--- src/rtl/f2d_pipe_reg.sv ---
// Fetch-to-decode pipeline register with interrupt/flush bubble insertion and stall hold.
// Optional stall/bubble performance counters are compiled in when F2D_PERF_CNT_EN is defined.
module f2d_pipe_reg (
  input  logic        clk,
  input  logic        reset,
  input  logic        intReq,
  input  logic        flush,
  input  logic        stall,
  input  logic [31:0] F_pc,
  input  logic [31:0] F_instr,
  input  logic [4:0]  F_exCode,
  input  logic        F_bd,
  output logic [31:0] D_pc,
  output logic [31:0] D_instr,
  output logic [4:0]  D_exCode,
  output logic        D_bd,
  output logic        D_valid,
  output logic [15:0] D_stallCnt,
  output logic [15:0] D_bubbleCnt
);

  localparam logic [31:0] RESET_PC   = 32'h0000_3000;
  localparam logic [31:0] HANDLER_PC = 32'h0000_4180;

  logic [31:0] pc_reg, pc_next;
  logic [31:0] instr_reg, instr_next;
  logic [4:0]  excode_reg, excode_next;
  logic        bd_reg, bd_next;
  logic        valid_reg, valid_next;

  logic        bubble_taken;
  logic        stall_taken;

  assign bubble_taken = intReq | flush;
  assign stall_taken  = stall & ~bubble_taken;

  always_comb begin
    pc_next     = pc_reg;
    instr_next  = instr_reg;
    excode_next = excode_reg;
    bd_next     = bd_reg;
    valid_next  = valid_reg;
    if (intReq) begin
      pc_next     = HANDLER_PC;
      instr_next  = 32'h0;
      excode_next = 5'h0;
      bd_next     = 1'b0;
      valid_next  = 1'b0;
    end else if (flush) begin
      // Bubble keeps the fetch PC so a later EPC capture still sees a real address
      pc_next     = F_pc;
      instr_next  = 32'h0;
      excode_next = 5'h0;
      bd_next     = 1'b0;
      valid_next  = 1'b0;
    end else if (!stall) begin
      pc_next     = F_pc;
      instr_next  = (F_exCode != 5'h0) ? 32'h0 : F_instr;
      excode_next = F_exCode;
      bd_next     = F_bd;
      valid_next  = 1'b1;
    end
  end

  always_ff @(posedge clk) begin
    if (reset) begin
      pc_reg     <= RESET_PC;
      instr_reg  <= 32'h0;
      excode_reg <= 5'h0;
      bd_reg     <= 1'b0;
      valid_reg  <= 1'b0;
    end else begin
      pc_reg     <= pc_next;
      instr_reg  <= instr_next;
      excode_reg <= excode_next;
      bd_reg     <= bd_next;
      valid_reg  <= valid_next;
    end
  end

  assign D_pc     = pc_reg;
  assign D_instr  = instr_reg;
  assign D_exCode = excode_reg;
  assign D_bd     = bd_reg;
  assign D_valid  = valid_reg;

`ifdef F2D_PERF_CNT_EN
  logic [15:0] stall_cnt_reg, stall_cnt_next;
  logic [15:0] bubble_cnt_reg, bubble_cnt_next;

  // Both counters saturate rather than wrap
  always_comb begin
    stall_cnt_next  = stall_cnt_reg;
    bubble_cnt_next = bubble_cnt_reg;
    if (stall_taken && stall_cnt_reg != 16'hFFFF)
      stall_cnt_next = stall_cnt_reg + 16'd1;
    if (bubble_taken && bubble_cnt_reg != 16'hFFFF)
      bubble_cnt_next = bubble_cnt_reg + 16'd1;
  end

  always_ff @(posedge clk) begin
    if (reset) begin
      stall_cnt_reg  <= 16'h0;
      bubble_cnt_reg <= 16'h0;
    end else begin
      stall_cnt_reg  <= stall_cnt_next;
      bubble_cnt_reg <= bubble_cnt_next;
    end
  end

  assign D_stallCnt  = stall_cnt_reg;
  assign D_bubbleCnt = bubble_cnt_reg;
`else
  logic unused_taken;
  assign unused_taken = stall_taken;
  assign D_stallCnt   = 16'h0;
  assign D_bubbleCnt  = 16'h0;
`endif

endmodule

--- config.mk ---
export PLATFORM = sky130hd
export DESIGN_NAME = f2d_pipe_reg
export DESIGN_NICKNAME = d
export VERILOG_FILES = /design/src/rtl/f2d_pipe_reg.sv
export SDC_FILE = /design/constraint.sdc
export NUM_CORES = 1
export LEC_CHECK = 0
export ABC_CLOCK_PERIOD_IN_PS = 2750
export BUFFER_PORTS_ARGS = -buffer_cell sky130_fd_sc_hd__buf_2
export CORE_MARGIN = 5
export CORE_UTILIZATION = 30
export DETAILED_ROUTE_END_ITERATION = 12
export GPL_TIMING_DRIVEN = 0
export PLACE_DENSITY_LB_ADDON = 0.12
export SLEW_MARGIN = 20
export SYNTH_ARGS = -nofsm -noshare
export SYNTH_HDL_FRONTEND = slang
export SYNTH_SLANG_ARGS = --single-unit
--- constraint.sdc ---
create_clock -name clk -period 2.75 [get_ports clk]
set_input_delay 0.55 -clock clk [delete_from_list [all_inputs] [get_ports clk]]
set_output_delay 0.55 -clock clk [all_outputs]
set_load 0.03 [all_outputs]
* Word-level counts from Yosys, hierarchy flattened
Cells that the tools add are included.
** Storage, ports and cells
- Flip-flop bits (word level) :: 71
- Bits of input ports :: 75
** Cells by class
- Equality and inequality tests :: 2
- Multiplexer cells :: 4
- Reduce and logical (&&, ||, !) cells :: 3
** Operators with widths (number)
- 2-to-1 mux 32 bit :: 3
- 2-to-1 mux 15 bit :: 1
- nonzero test 5 bit :: 1
- inequality test 3 bit, second input constant :: 1
- OR reduction 3 bit :: 1
- inequality test 2 bit, second input constant :: 1
- OR reduction 2 bit :: 1

* Longest topological paths before layout
- Depth after elaboration :: 3
- Mapped depth :: 6
- Gate-level depth less buffers :: 3

* Worst setup path after synthesis
No wires, ideal clock.
- Path type :: input to register
- Start :: input stall
- End :: register instr_reg[10] (netlist: D_instr[10])
- Data arrival time :: 1.400 ns
- Required time :: 2.685 ns
- Path slack :: 1.285 ns
- Stages :: 5
- Path buffers :: 2
- Cells stage by stage :: buf_6 > nor4_4 > buf_6 > a32oi_1 > nor2_1
** RTL lines
- start, declared :: RTL line 8 : input logic stall,
- end signal, assigned :: RTL line 74 : instr_reg <= instr_next;
- end, declared :: RTL line 26 : logic [31:0] instr_reg, instr_next;

* Worst setup path in the final report
- Start :: register instr_reg[6] (netlist: D_instr[6])
- End :: output D_instr[6]
** RTL lines
- end, declared :: RTL line 14 : output logic [31:0] D_instr,
No word-level cell between the ends.

==> impl_metrics.py <==
metrics = {
    "cells_and_area": {
        "drive_gt1_frac": 0.421,
        "nets": 569,
        "syn_to_final_growth_pct": 43.7,
        "num_antenna_cells": 0,
        "final-instance-count-excl-fill": 610,
        "final_common_cell": "buf_2",
        "mostFrequentLayoutCells": "157 x buf_2, 71 x dfxtp_1, 60 x nand2_1",
    },
    "detailed_routing": {
        "postRouteAntennaNets": 0,
        "drc": 0,
        "drt_iter0_drc": 119,
        "wirelength_um": 7850,
        "vias": 2633,
        "drt_first_pass_iters": 4,
        "wl_per_cell_um": 12.9,
        "vias_per_cell": 4.32,
    },
    "power_and_ir_drop": {
        "leakagePower_nw": 1.99,
        "ir_drop_v": 0.000244,
        "p_per_area_nw_per_um2": 592,
    },
    "clock_network": {
        "insertion_delay_ns": 0.33,
        "cts_tree": "built",
        "cts_buffer_depth": 2,
        "postCtsHoldBufs": 0,
        "path_clk_slew_ns": 0.08,
        "postCtsSetupBuffers": 0,
        "ctsHtreeMaxLevel": 3,
        "cts.sinks": 71,
        "cts_resized": 0,
        "cts_root_buf": "clkbuf_8",
        "cts_buffers": 9,
    },
    "floorplanning": {
        "die-area_um2": 11200,
        "die_h_um": 106,
        "die_x_um": 106,
        "core_area_um2": 9110,
        "num_io_pins": 178,
        "core.rowCount": 35,
        "start_util": 0.304,
    },
    "min_path": {
        "min_path_type": "reg -> reg",
    },
    "synthesis": {
        "yosys_warnings": 0,
        "seq_area_frac_synth": 0.514,
        "post_synth_inst_count": 308,
        "yosys_most_used_dff": "dfxtp_1",
        "ys_seq_elements": 71,
        "synth_area_um2": 2770,
        "yosysUniqueCellTypes": 20,
        "synth_edf_count": 0,
        "postSynthAreaPerCell_um2": 8.98,
        "async_flop_share": 0,
    },
    "place": {
        "port_buffers": 144,
        "dp_cells": 594,
        "gp_congestion": 0.715,
        "dp_hpwl_um": 6040,
    },
    "global_route": {
        "grt_util_all_layers": 0.140,
        "overflow": 0,
        "grt_pass1_wl_um": 12800,
        "grt_pass1_vias": 2669,
        "antenna_found_initial": 0,
        "grt_max_degree": 13,
    },
    "worst_setup_path": {
        "critPathTopFamily": "flip-flops",
        "worstSetupPathType": "reg -> out",
        "end_kind": "primary output",
        "critPathLaunchType": "register",
        "crit_buf_inv": 1,
        "cpMaxStageDelayCell": "dfxtp_1",
        "cp_cell_sequence": "buf_2",
        "cp.required_ns": 2.20,
        "crit_fanout": 2,
        "arrival_ns": 0.89,
        "slowest_delay_ns": 0.35,
    },
    "timing": {
        "drv_slew": 0,
        "max_freq_ghz": 0.695,
        "grt_setup_unrepaired": "false",
        "fin_tns_setup_ns": 0,
        "setup_viol": 0,
        "fin_crit_ns": 1.44,
        "finalCritPeriodShare": 0.523,
        "skew_ns": 0,
        "hold_viol_final": 0,
    },
    "flow_run": {
        "maxCapViolCount": 0,
    },
    "status": {
        "status": "finished, final reports clean",
    },
}
## per-stage QoR
step	power (mW)	worst slack, ns	utilization	area, um2	hold WS, ns
3_5_place_dp	1.41	1.00	0.411	3740	0.443
3_3_place_gp	1.41	1.03	0.411	3740	0.436
6_report	2.35	1.31	0.436	3970	0.445
4_1_cts	2.38	1.27	0.436	3970	0.428
5_1_grt	2.46	1.25	0.436	3970	0.442
2_1_floorplan	1.31	1.29	-	2880	0.571
## registers in the layout, indices dropped and copies added, names as in the netlist
name,flops
D_instr,32
D_pc,32
D_bd,1
D_exCode,5
D_valid,1
## path summary, 6_finish.rpt
kind / depth (start not counted) / slack, ns / from / end
setup reg to reg: 2 / 2.09 / D_instr[8] / D_instr[8]
hold reg to reg: 2 / 0.45 / D_valid / D_valid
hold / removal: 2 / 0.45 / D_valid / D_valid
setup / recovery: 1 / 1.31 / D_instr[6] / D_instr[6]
## report_power, final
| part | internal, mW | switching [mW] |
|---|---|---|
| sequential | 1.05 | 0.0114 |
| clock | 0.565 | 0.396 |
| combinational | 0.118 | 0.209 |
## cell usage after synthesis, types with 3 or more instances
cell	instances	area, um2
a31oi_1	3	18.8
buf_6	4	45.0
a32oi_1	32	280
a21oi_1	28	140
buf_2	13	65.1
nor2_1	39	146
clkbuf_1	6	22.5
dfxtp_1	71	1420
nand2_1	60	225
mux2i_1	8	80.1
buf_4	32	240
## metal layers
metal	global-route usage	routed length, um
met1	0.169	3480
met2	0.219	3430
met3	0.0601	848
met4	0.0527	87
met5	0	0
## layout make-up
cell class | count | area [um2]
Fill cell | 963 | 5140
Sequential cell | 71 | 1420
Timing Repair Buffer | 144 | 721
Inverter | 2 | 7.51
Multi-Input combinational cell | 209 | 1070
Clock buffer | 12 | 155
Tap cell | 111 | 139
Clock inverter | 4 | 76.3
Buffer | 57 | 380
## cells by family after synthesis
| group | synth area share |
|---|---|
| AOI/OAI and AO/OA | 0.164 |
| buffers and inverters | 0.140 |
| DFF | 0.514 |
| muxes | 0.0290 |
| other | 0.00136 |
| and+or+nand+nor | 0.151 |
## tightest hold or removal path: stages (launching register included)
cell and delay, ns:
dfxtp_1 0.31, inv_1 0.05, a21oi_1 0.05
(Power assumes the default switching activity.)
